$ cat config.mk
export PLATFORM = sky130hd
export DESIGN_NAME = idma_req_arbiter
export DESIGN_NICKNAME = d
export VERILOG_FILES = /design/src/rtl/idma_req_arbiter.sv
export SDC_FILE = /design/constraint.sdc
export NUM_CORES = 1
export LEC_CHECK = 0
export BUFFER_PORTS_ARGS = -buffer_cell sky130_fd_sc_hd__buf_2
export CORE_AREA = 8 8 248 250
export DETAILED_ROUTE_END_ITERATION = 8
export DIE_AREA = 0 0 256 258
export GPL_TIMING_DRIVEN = 0
export PLACE_DENSITY = 0.42
export SYNTH_ARGS = -nofsm -noshare
export SYNTH_HDL_FRONTEND = slang
export SYNTH_SLANG_ARGS = --single-unit
$ cat constraint.sdc
create_clock -name clk_i -period 3.98 [get_ports clk_i]
set_input_delay 0.796 -clock clk_i [delete_from_list [all_inputs] [get_ports clk_i]]
set_output_delay 0.796 -clock clk_i [all_outputs]
set_load 0.02 [all_outputs]
$ cat src/rtl/idma_req_arbiter.sv
// rtl/idma_req_arbiter.sv - round-robin arbiter sharing one iDMA backend request port
module idma_req_arbiter #(
  parameter int unsigned NumReq         = 4,
  parameter int unsigned ReqWidth       = 128,
  parameter int unsigned MaxOutstanding = 4
) (
  input  logic                                 clk_i,
  input  logic                                 rst_ni,
  input  logic [NumReq*ReqWidth-1:0]           req_i,
  input  logic [NumReq-1:0]                    req_valid_i,
  output logic [NumReq-1:0]                    req_ready_o,
  output logic [ReqWidth-1:0]                  be_req_o,
  output logic                                 be_valid_o,
  input  logic                                 be_ready_i,
  input  logic                                 be_done_i,
  output logic [NumReq-1:0]                    done_o,
  output logic [$clog2(MaxOutstanding+1)-1:0]  outstanding_o,
  output logic                                 busy_o,
  output logic                                 err_o
);

  localparam int unsigned IdxW = $clog2(NumReq);
  localparam int unsigned PtrW = $clog2(MaxOutstanding);
  localparam int unsigned CntW = $clog2(MaxOutstanding+1);

  typedef enum logic [0:0] {
    IDLE  = 1'b0,
    OFFER = 1'b1
  } state_e;

  state_e               state_q, state_d;
  logic [IdxW-1:0]      rr_q, rr_d;
  logic [ReqWidth-1:0]  be_req_q, be_req_d;
  logic [IdxW-1:0]      fifo_q [MaxOutstanding];
  logic [PtrW-1:0]      wptr_q, rptr_q;
  logic [CntW-1:0]      count_q, count_d;
  logic [NumReq-1:0]    done_q, done_d;
  logic                 err_q;

  logic                 win_found;
  logic [IdxW-1:0]      win_idx;
  logic [IdxW-1:0]      cand_idx;
  int                   cand;
  logic                 fifo_full;
  logic                 accept;
  logic                 pop;

  // Find the first valid requester scanning cyclically from the rr pointer.
  always_comb begin
    win_found = 1'b0;
    win_idx   = '0;
    cand      = 0;
    cand_idx  = '0;
    for (int i = 0; i < int'(NumReq); i++) begin
      cand = int'(rr_q) + i;
      if (cand >= int'(NumReq)) begin
        cand = cand - int'(NumReq);
      end
      cand_idx = IdxW'(cand);
      if (!win_found && req_valid_i[cand_idx]) begin
        win_found = 1'b1;
        win_idx   = cand_idx;
      end
    end
  end

  // Occupancy counts from requester acceptance, so the in-flight offer is covered.
  assign fifo_full = (count_q >= CntW'(MaxOutstanding));
  assign pop       = be_done_i && (count_q != '0);

  // FSM next state and handshake; acceptance is suppressed while reset is asserted
  // so that no request is handshaked and then dropped by the reset.
  always_comb begin
    state_d     = state_q;
    req_ready_o = '0;
    accept      = 1'b0;
    rr_d        = rr_q;
    be_req_d    = be_req_q;
    case (state_q)
      IDLE: begin
        if (rst_ni && win_found && !fifo_full) begin
          accept               = 1'b1;
          req_ready_o[win_idx] = 1'b1;
          be_req_d             = req_i[win_idx*ReqWidth +: ReqWidth];
          rr_d                 = (win_idx == IdxW'(NumReq-1)) ? '0 : win_idx + 1'b1;
          state_d              = OFFER;
        end
      end
      OFFER: begin
        if (be_ready_i) begin
          state_d = IDLE;
        end
      end
      default: state_d = IDLE;
    endcase
  end

  // Occupancy and completion routing from the FIFO head.
  always_comb begin
    count_d = count_q;
    done_d  = '0;
    if (accept && !pop) begin
      count_d = count_q + 1'b1;
    end else if (!accept && pop) begin
      count_d = count_q - 1'b1;
    end
    if (pop) begin
      done_d[fifo_q[rptr_q]] = 1'b1;
    end
  end

  // Control state register with synchronous active-low reset.
  always_ff @(posedge clk_i) begin
    if (!rst_ni) begin
      state_q  <= IDLE;
      rr_q     <= '0;
      be_req_q <= '0;
      wptr_q   <= '0;
      rptr_q   <= '0;
      count_q  <= '0;
      done_q   <= '0;
      err_q    <= 1'b0;
    end else begin
      state_q  <= state_d;
      rr_q     <= rr_d;
      be_req_q <= be_req_d;
      count_q  <= count_d;
      done_q   <= done_d;
      if (accept) begin
        wptr_q <= wptr_q + 1'b1;
      end
      if (pop) begin
        rptr_q <= rptr_q + 1'b1;
      end
      if (be_done_i && (count_q == '0)) begin
        err_q <= 1'b1;
      end
    end
  end

  // Tracking FIFO storage; emptiness is defined by the pointers and count alone.
  always_ff @(posedge clk_i) begin
    if (rst_ni && accept) begin
      fifo_q[wptr_q] <= win_idx;
    end
  end

  assign be_valid_o    = (state_q == OFFER);
  assign be_req_o      = be_req_q;
  assign done_o        = done_q;
  assign outstanding_o = count_q;
  assign err_o         = err_q;
  assign busy_o        = (state_q != IDLE) || (count_q != '0);

endmodule

# Word-level counts from Yosys, hierarchy flattened

Memories as Yosys holds them, arrays and structs flattened. A register that Yosys moved wholly into a read port is not among the register bits.
Index checks and enable logic that the tools add are counted.

Word-level logic and storage cells: 98
Bits in writable memories: 8
Output and inout bits: 142
Bits of input ports: 520
Bits in registers: 143
Memories: 1

Memories:

| name   | depth | width | rd ports | clocked after Yosys merged registers in | write ports | line | source |
|---|---|---|---|---|---|---|---|
| fifo_q | 4     | 2     | 1        | 1                                       | 1           | 34   | `logic [IdxW-1:0] fifo_q [MaxOutstanding];` |

Bitwise operators: 1
Reductions and logical operators: 24
Magnitude comparators: 13
Equality and inequality tests: 1
Multiplexer cells: 37
Shift-type cells: 1
Add/sub/neg operators: 12

Operator list:

| cell                | count |
|---|---|
| $shiftx 512x10->128 | 1 |
| $mux 2              | 11 |
| $lt 2x3->1 const B  | 6 |
| $mux 1              | 15 |
| $ge 3x3->1 const B  | 4 |
| $logic_and 1x1->1   | 12 |
| $bmux 1 s2          | 4 |
| $mux 4              | 2 |
| $sub 2x1->2 const B | 4 |
| $add 2x1->2 const B | 3 |
| $add 2x2->3 const B | 2 |
| $logic_not 1->1     | 6 |
| $mux 3              | 2 |
| $demux 1 s2         | 2 |
| $ge 2x1->1 const B  | 2 |
| $reduce_and 2->1    | 2 |
| $add 2x1->3 const B | 1 |
| $add 3x1->3 const B | 1 |
| $ge 2x3->1 const B  | 1 |
| $logic_not 3->1     | 1 |
| $reduce_bool 3->1   | 1 |
| $sub 3x1->3 const B | 1 |
| $eq 2x2->1 const B  | 1 |
| $pmux 1 s2          | 1 |
| 3 further kinds     | 3 |

# Depth between registers and ports, before layout

Gate-level depths: netlist (run 1).

Word-level depth: 22
Mapped depth: 10

# Least setup slack after synthesis (run 1)

OpenSTA, ideal clock, no wires.

Kind: input -> output
From: in req_valid_i[2]
To: out req_ready_o[1]
Stages on the path: 8
Required time: 3.184 ns
Path slack: 1.104 ns
Arrival time: 2.080 ns
Path buffers: 3
Path through: nor2b_1 > o32a_1 > buf_6 > buf_6 > buf_6 > inv_1 > ha_1 > and2_1

Cells in the longest elaborated chain, start to end: 18
Elaborated cells between the ends (all ways): 31
Classes of those cells: order compare: 2; mux: 20; reduce/logical: 9

RTL lines:

| item                                                           | line | source |
|---|---|---|
| start, declared                                                | 10   | `input logic [NumReq-1:0] req_valid_i,` |
| $bmux 1 s2                                                     | 60   | `if (!win_found && req_valid_i[cand_idx]) begin` |
| $mux 1 (not written as such)                                   | 60   |  |
| $mux 1                                                         | 60   |  |
| $logic_not 1->1                                                | 60   |  |
| $logic_and 1x1->1                                              | 60   |  |
| $mux 1                                                         | 60   |  |
| $logic_not 1->1                                                | 60   |  |
| $logic_and 1x1->1                                              | 60   |  |
| [3 not listed]                                                 | -    |  |
| $mux 2 *                                                       | 60   |  |
| named net win_idx[1]                                           | 41   | `logic [IdxW-1:0] win_idx;` |
| $lt 2x3->1 (not written as such) or $ge 2x1->1 (tied branches) | 83   | `req_ready_o[win_idx] = 1'b1;` |
| $logic_and 1x1->1 (not written as such)                        | 83   |  |
| $mux 1 (not written as such)                                   | 83   |  |
| $demux 1 s2 *                                                  | 83   |  |
| $mux 4 *                                                       | 81   | `if (rst_ni && win_found && !fifo_full) begin` |
| $mux 4 *                                                       | 79   | `case (state_q)` |
| end, declared                                                  | 11   | `output logic [NumReq-1:0] req_ready_o,` |

Mark *: on every way through the listed nets, which the timed path passes. The rest lies on a longest branch. The select of a mux whose other input is x is not followed.

# Final worst setup path (run 1)

From: in req_valid_i[2]
To: out req_ready_o[0]

Same word-level chain as after synthesis.

==> results_dict.tcl, run 1 <==
set metrics [dict create \
    drc 0 \
    port_buffers 661 \
    required_ns 3.18 \
    die_area_sq_um 66000 \
    skew_ns 0.0110 \
    hold_slack_ns 0.456 \
    min_period_ns 3.32 \
    status "finished clean" \
    fin_area_sq_um 13300 \
    rows 88 \
    route.vias.total 9431 \
    report.final.slew_viol_count 0 \
    fmax_mhz 301 \
    yosys.area.top_type "dfxtp_1" \
    nNetsFinal 2031 \
    die_w_um 256 \
    synth_top_family_by_area "multiplexers" \
    rrSetupSlack_ns 1.16 \
    min_from "be_req_o[98]$_SDFFE_PN0P_" \
    cp-start-kind "input port" \
    rsz0062_at_grt "false" \
    hold_class "flop to flop" \
    synth_area_sq_um 8450 \
    clock-sinks 153 \
    synth_compound_area_frac 0.145 \
    finalSetupTns_ns 0 \
    max-clock-path-buffers 2 \
    hold_path_end "be_req_o[98]$_SDFFE_PN0P_" \
    cts-root-buf "clkbuf_16" \
    path_cells "buf_2, nor2b_1, a21o_1, a21oi_2, nor2b_1, inv_1, ha_1, and2_1, buf_2" \
    synth_xor_area_frac 0.00415 \
    via_per_inst 4.13 \
    chipHeight_um 258 \
    synthSimpleGateAreaFrac 0.0865 \
    ios 662 \
    grt_pass1_wl_um 69300 \
    holdBufCountCts 0 \
    cpPeakStageDelay_ns 0.48 \
    yosysTopAreaCellShare 0.344 \
    p_per_area_nw_per_um2 670 \
    core_sq_um 57400 \
    clkLatencyLatePin_ns 0.48 \
    finalCritPeriodShare 0.835 \
    post-place-ws_ns 0.403 \
    drtAntennaViolNets 0 \
    worstHoldPathCells 2 \
    netlist_instances 821 \
    yosys.area_share.adder 0.0157 \
    ir_drop_uv 327 \
    power_mw 8.89 \
    hpwl_um 40900 \
    syn_nets 1351 \
    ys_top_cells_by_area "dfxtp_1, mux2i_1, o221ai_1, nand2_1, buf_6" \
    fin_ws_ns 0.658 \
    gp_congestion 0.898 \
    drt_iter0_drc 535 \
    cts_setup_buffers 0 \
    yosysWarnings 0 \
    timing.setup.critical_path_class "input port to output port" \
    muxShareOfSynthArea 0.310 \
    cap_violations 0 \
    hold_viol_final 0 \
    post_cts.resized_instances 0 \
    cts_buffers 17 \
    grt_pass1_vias 10324 \
    htree_levels 4 \
    grt.total_usage 0.142 \
    clk_pin_slew_ns 0.07 \
    grt_max_degree 17 \
    p_leak_nw 6.41 \
    gr-total-overflow 0 \
    drt-total-wl_um 49100 \
    area_growth_pct 57.2 \
    reg2reg_from "rr_q[0]$_SDFFE_PN0P_" \
    dpl_cell_area_sq_um 12700 \
    cpMaxStageDelayCell "nor2b_1" \
    cts_tree "done" \
    ys_seq_elements 153 \
    path_max_fanout 7 \
    r2r_cells 7 \
    reg2reg_to "be_req_o[103]$_SDFFE_PN0P_" \
    antenna_found_initial 3 \
    worst_setup_path_end_kind "output port" \
    setup_viol 0 \
    final_layout_size_suffix_gt1_frac 0.493 \
    synth_area_per_cell_sq_um 10.3 \
    drt_first_pass_iters 5 \
    crit_arrival_ns 2.53 \
    relSlewSlack 0.251 \
    synth_cell_types 36 \
    routedWlPerCell_um 21.5 \
    start_util 0.147 \
    ys_seq_area_frac 0.372 \
    tightest_slew_ns 1.12 \
]
per-layer routing:
layer	share of wire	track usage	vias to the layer above
met2	0.50	0.246	448
met3	0.063	0.0390	52
met4	0.032	0.0588	0
met5	0	0	-
met1	0.41	0.163	4451
li1	-	-	4480
stage by stage:
step / instances / util
after CTS: 2279 / 0.231
final: 2284 / 0.232
after global placement: 2247 / 0.222
after floorplan: 821 / -
after detailed placement: 2247 / 0.222
after global routing: 2280 / 0.231
worst max path at each step:
| stage | startpoint | endpoint | slack [ns] | cells past startpoint |
|---|---|---|---|---|
| after floorplan | req_valid_i[2] | req_ready_o[1] | 1.10 | 8 |
| after CTS | req_valid_i[2] | req_ready_o[0] | 0.62 | 9 |
| after global routing | req_valid_i[2] | req_ready_o[0] | 0.49 | 9 |
| after detailed placement | req_valid_i[1] | be_req_o[103]$_SDFFE_PN0P_ | 0.40 | 8 |
| final | req_valid_i[2] | req_ready_o[0] | 0.66 | 9 |
| after global placement | req_valid_i[1] | be_req_o[105]$_SDFFE_PN0P_ | 0.55 | 8 |
cell usage in the layout, fill, tap and decap left out, types with 12 or more instances in the layout:
master / count
buf_6: 26
buf_4: 14
clkbuf_16: 17
dfxtp_1: 145
mux2i_1: 257
and2_1: 12
buf_2: 670
nand2_1: 138
o221ai_1: 128
clkbuf_1: 24
critical path, delay by kind of cell:
| kind | cells | cell delay [ns] |
|---|---|---|
| simple gates | 3 | 0.75 |
| compound gates | 2 | 0.37 |
| fa+ha+maj | 1 | 0.21 |
| buf+inv | 3 | 0.40 |
cell usage after synthesis:
library cell	n
and3_1	3
buf_2	9
and2_1	12
nor3b_1	1
nand3b_1	1
a21oi_2	1
nand2_1	138
o221ai_1	128
xor2_1	1
nor2_1	3
a21oi_1	3
fa_1	1
or3_1	2
mux4_2	2
and2b_1	1
clkbuf_1	24
mux2i_1	257
nand3_1	1
nor2b_1	5
ha_1	9
o32a_1	1
inv_1	7
buf_6	26
a21o_1	2
a21boi_0	1
nor3b_2	1
buf_4	14
nand2b_1	3
o21ai_1	1
o21ai_0	4
o41ai_2	1
nor3_1	1
edfxtp_1	8
o311ai_0	1
xnor2_1	3
dfxtp_1	145
layout make-up:
| cell class | instances | area, sq um |
|---|---|---|
| sequential | 153 | 3140 |
| tap | 765 | 957 |
| multi-input combinational | 588 | 4740 |
| clock inverter | 15 | 131 |
| buffer | 73 | 533 |
| timing repair buffer | 661 | 3310 |
| clock buffer | 17 | 425 |
| fill | 6346 | 44100 |
| antenna | 5 | 12.5 |
| inverter | 7 | 26.3 |
logic make-up after synthesis:
| logic type | after synthesis |
|---|---|
| DFF | 153 |
| muxes | 259 |
| AOI/OAI and AO/OA | 143 |
| and+or+nand+nor | 172 |
| adders and majority gates | 10 |
| xor gates and xnor gates | 4 |
| buffers and inverters | 80 |
sequential cells by signal, indices dropped and copies added, names as in the netlist, named ones only:
register       cells
be_req_o         128
wptr_q             2
outstanding_o      3
fifo_q             8
done_o             4
err_o              1
be_valid_o         1
rr_q               2
rptr_q             2
power by group:
part           total [mW]  switching [mW]  internal, mW
logic                4.70            2.88          1.82
registers            2.58           0.382          2.20
clock network        1.62           0.795         0.820
total                8.89            4.06          4.83
(Power assumes the default switching activity.)
==> run 2: changes to the inputs <==
--- a/config.mk
+++ b/config.mk
@@ -6,9 +6,9 @@
 export NUM_CORES = 1
 export LEC_CHECK = 0
 export BUFFER_PORTS_ARGS = -buffer_cell sky130_fd_sc_hd__buf_2
-export CORE_AREA = 8 8 248 250
+export CORE_AREA = 8 8 250 252
 export DETAILED_ROUTE_END_ITERATION = 8
-export DIE_AREA = 0 0 256 258
+export DIE_AREA = 0 0 258 260
 export GPL_TIMING_DRIVEN = 0
 export PLACE_DENSITY = 0.42
 export SYNTH_ARGS = -nofsm -noshare
==> constraint.sdc (replaced) <==
create_clock -name clk_i -period 3.3 [get_ports clk_i]
set_input_delay 0.66 -clock clk_i [delete_from_list [all_inputs] [get_ports clk_i]]
set_output_delay 0.66 -clock clk_i [all_outputs]
set_load 0.02 [all_outputs]
==> results_dict.tcl, run 2 (synthesized netlist as in run 1, its figures left out) <==
set metrics [dict create \
    status "finished clean" \
    path_cells "buf_2, nor2b_1, a21o_1, a21oi_2, nor2b_1, inv_1, ha_1, and2_1, buf_2" \
    nNetsFinal 2030 \
    crit_arrival_ns 2.42 \
    rsz0062_at_grt "false" \
    report.final.slew_viol_count 0 \
    drt_iter0_drc 420 \
    dpl_cell_area_sq_um 12700 \
    max-clock-path-buffers 2 \
    cap_violations 0 \
    cts_buffers 17 \
    post_cts.resized_instances 0 \
    finish.utilization 0.228 \
    rows 89 \
    cp_top_family "simple AND/OR/NAND/NOR gates" \
    drt_first_pass_iters 5 \
    reg2reg_to "be_req_o[103]$_SDFFE_PN0P_" \
    path_max_fanout 7 \
    min_from "be_ready_i" \
    via_per_inst 4.09 \
    hold_viol_final 0 \
    ir_drop_uv 381 \
    antenna_found_initial 5 \
    highest_layer "met5" \
    cts-root-buf "clkbuf_16" \
    clkLatencyLatePin_ns 0.46 \
    holdBufCountCts 0 \
    wl_met1_um 19200 \
    core_sq_um 58500 \
    required_ns 2.64 \
    skew_ns 0.0152 \
    grt_max_degree 17 \
    area_growth_pct 57.6 \
    gr-total-overflow 0 \
    drc 0 \
    p_leak_nw 6.41 \
    p_per_area_nw_per_um2 808 \
    final_layout_size_suffix_gt1_frac 0.491 \
    drtAntennaViolNets 0 \
    largest_reg_flops 128 \
    cts_tree "done" \
    startpoint "req_valid_i[2]" \
    cpMaxStageDelayCell "nor2b_1" \
    worst_setup_path_end_kind "output port" \
    hold_class "input port to flop" \
    finalSetupTns_ns 0 \
    cts_setup_buffers 0 \
    die_w_um 258 \
    reg2reg_from "rr_q[0]$_SDFFE_PN0P_" \
    finalCritPeriodShare 0.934 \
    layout.cells.most_common_list "buf_2, mux2i_1, dfxtp_1, nand2_1, o221ai_1" \
    fillers 6434 \
    grt.total_usage 0.132 \
    min_period_ns 3.08 \
    clk_pin_slew_ns 0.06 \
    drt-total-wl_um 47000 \
    placed_cells 2255 \
    hold_slack_ns 0.393 \
    tightest_slew_ns 1.16 \
    port_buffers 661 \
    chipHeight_um 260 \
    fin_area_sq_um 13300 \
    relSlewSlack 0.224 \
    route.vias.total 9362 \
    rrSetupSlack_ns 0.49 \
    worst-path-buf-inv 3 \
    setup_viol 0 \
    start_util 0.144 \
    routedWlPerCell_um 20.5 \
    cpPeakStageDelay_ns 0.51 \
    hpwl_um 40000 \
    final_common_cell "buf_2" \
    worstHoldPathCells 2 \
    gp_congestion 0.875 \
    fin_cells 2289 \
    multi_input_area_sq_um 4740 \
    wl_met3_um 2910 \
    timing.setup.critical_path_class "input port to output port" \
    regArea_sq_um 3140 \
    grt_pass1_wl_um 65800 \
    r2r_cells 7 \
    die_area_sq_um 67100 \
    cp-start-kind "input port" \
    route.met2.wl_um 23500 \
    clock-sinks 153 \
    grt_pass1_vias 10250 \
    hold_path_end "be_valid_o$_SDFF_PN0_" \
    fmax_mhz 324 \
    htree_levels 4 \
    ios 662 \
]
[run 2: cell type report]
cell class | count | area share
multi-input cells | 588 | 0.356
flip-flops and latches | 153 | 0.236
inverters | 7 | 0.00197
diodes | 4 | 0.000752
clock inverters | 9 | 0.00865
clock buffers | 22 | 0.0356
well taps | 773 | 0.0727
repair buffers | 661 | 0.249
plain buffers | 72 | 0.0392
[run 2: layer usage]
| layer | vias to the layer above | track usage |
|---|---|---|
| met5 | - | 0 |
| met4 | 6 | 0.0566 |
| met3 | 60 | 0.0387 |
| met2 | 446 | 0.228 |
| met1 | 4371 | 0.151 |
| li1 | 4479 | - |
[run 2: worst max-delay path by stage]
stage,end,slack (ns),cells past startpoint
2_1_floorplan,req_ready_o[1],0.70,8
4_1_cts,req_ready_o[1],0.08,10
3_3_place_gp,be_req_o[97]$_SDFFE_PN0P_,0.06,8
6_report,req_ready_o[2],0.22,9
3_5_place_dp,be_req_o[99]$_SDFFE_PN0P_,-0.09,8
5_1_grt,req_ready_o[0],0.03,8
[run 2: metrics by stage]
stage	worst slack [ns]	total power [mW]
global route	0.0314	11.4
floorplan	0.696	6.57
CTS	0.0839	11.0
finish	0.217	10.8
detailed placement	-0.0852	8.88
global placement	0.0552	8.85
[run 2: where the power goes]
part	total [mW]	switching [mW]	internal, mW
Combinational	5.62	3.44	2.18
Clock	2.03	0.862	1.17
Sequential	3.11	0.458	2.65
==> run 3: changes to the inputs <==
==> constraint.sdc (replaced) <==
create_clock -name clk_i -period 3.48 [get_ports clk_i]
set_input_delay 0.696 -clock clk_i [delete_from_list [all_inputs] [get_ports clk_i]]
set_output_delay 0.696 -clock clk_i [all_outputs]
set_load 0.02 [all_outputs]
==> results_dict.tcl, run 3 (synthesized netlist as in run 1, its figures left out) <==
set metrics [dict create \
    status "finished clean" \
    grt_pass1_vias 10250 \
    fin_ws_ns 0.315 \
    cpPeakStageDelay_ns 0.51 \
    relSlewSlack 0.207 \
    holdBufCountCts 0 \
    fmax_mhz 316 \
    grt_max_degree 17 \
    route.vias.total 9366 \
    multi_input_area_sq_um 4740 \
    post-place-ws_ns 0.0588 \
    core_sq_um 58500 \
    gr-total-overflow 0 \
    timing.setup.critical_path_class "input port to output port" \
    fillers 6435 \
    min_period_ns 3.17 \
    drtAntennaViolNets 0 \
    p_leak_nw 6.41 \
    start_util 0.144 \
    die_w_um 258 \
    post_cts.resized_instances 0 \
    path_max_fanout 7 \
    fin_area_sq_um 13300 \
    hpwl_um 40000 \
    rows 89 \
    largest_reg_flops 128 \
    setup_viol 0 \
    via_per_inst 4.09 \
    clock-sinks 153 \
    port_buffers 661 \
    cpMaxStageDelayCell "nor2b_1" \
    ios 662 \
    hold_viol_final 0 \
    skew_ns 0.00918 \
    drt_first_pass_iters 4 \
    cts_setup_buffers 0 \
    max-clock-path-buffers 2 \
    cts-root-buf "clkbuf_16" \
    drc 0 \
    final_layout_size_suffix_gt1_frac 0.492 \
    final_common_cell "buf_2" \
    cts_tree "done" \
    hold_class "input port to flop" \
    regArea_sq_um 3140 \
    rrSetupSlack_ns 0.66 \
    required_ns 2.78 \
    drt_iter0_drc 454 \
    worst_setup_path_end_kind "output port" \
    clk_pin_slew_ns 0.06 \
    cts_buffers 17 \
    nNetsFinal 2031 \
    dpl_cell_area_sq_um 12700 \
    rsz0062_at_grt "false" \
    finalCritPeriodShare 0.910 \
    antenna_found_initial 5 \
    chipHeight_um 260 \
    p_per_area_nw_per_um2 766 \
    cp-start-kind "input port" \
    die_area_sq_um 67100 \
    gp_congestion 0.875 \
    tightest_slew_ns 1.19 \
    htree_levels 4 \
    grt.total_usage 0.132 \
    ir_drop_uv 363 \
    layout.cells.most_common_list "buf_2, mux2i_1, dfxtp_1, nand2_1, o221ai_1" \
    drt-total-wl_um 46900 \
    cap_violations 0 \
    routedWlPerCell_um 20.5 \
    finalSetupTns_ns 0 \
    report.final.slew_viol_count 0 \
    clkLatencyLatePin_ns 0.46 \
    path_cells "buf_2, nor2b_1, a21o_1, a21oi_2, nor2b_1, inv_1, ha_1, and2_1, buf_2" \
    grt_pass1_wl_um 65800 \
    crit_arrival_ns 2.47 \
    area_growth_pct 57.7 \
]
## run 3: cell count changes in the layout (fill, tap and decap cells not counted)
cell / delta
buf_6: +1
## run 3: critical path: cells and delay by family
family | cells | cell delay, ns
and+or+nand+nor | 3 | 0.78
buffers and inverters | 3 | 0.40
AOI/OAI and AO/OA | 2 | 0.35
adders and majority gates | 1 | 0.23
## run 3: per-stage QoR
| stage | hold WS [ns] | util | cells | total power [mW] |
|---|---|---|---|---|
| CTS | 0.366 | 0.228 | 2286 | 10.4 |
| floorplan | 0.469 | - | 821 | 6.23 |
| finish | 0.428 | 0.228 | 2290 | 10.2 |
| global placement | 0.439 | 0.218 | 2255 | 8.39 |
| global route | 0.376 | 0.228 | 2288 | 10.8 |
| detailed placement | 0.441 | 0.218 | 2255 | 8.42 |
## run 3: routing by layer
layer	global-route usage	part of all wire
met4	0.0566	0.030
met5	0	0.00077
met1	0.151	0.41
met3	0.0387	0.063
met2	0.228	0.50
## run 3: final timing paths
kind                                  start                         end  depth (start not counted)
setup / recovery             req_valid_i[2]              req_ready_o[2]                          9
hold / removal                   be_ready_i       be_valid_o$_SDFF_PN0_                          2
setup reg to reg       rr_q[0]$_SDFFE_PN0P_  be_req_o[103]$_SDFFE_PN0P_                          7
hold reg to reg   be_req_o[57]$_SDFFE_PN0P_   be_req_o[57]$_SDFFE_PN0P_                          2
## run 3: area by class of cell
class | count | area share
multi-input combinational | 588 | 0.356
timing repair buffer | 661 | 0.248
sequential | 153 | 0.236
tap | 773 | 0.0726
buffer | 73 | 0.0400
clock buffer | 22 | 0.0356
clock inverter | 9 | 0.00864
inverter | 7 | 0.00197
antenna | 4 | 0.000751
## run 3: report_power, final
part / switching (mW) / leakage (nW) / total, mW / internal (mW)
registers: 0.436 / 1.27 / 2.95 / 2.51
logic: 3.26 / 4.87 / 5.33 / 2.08
clock network: 0.809 / 0.272 / 1.92 / 1.11
total: 4.50 / 6.41 / 10.2 / 5.70
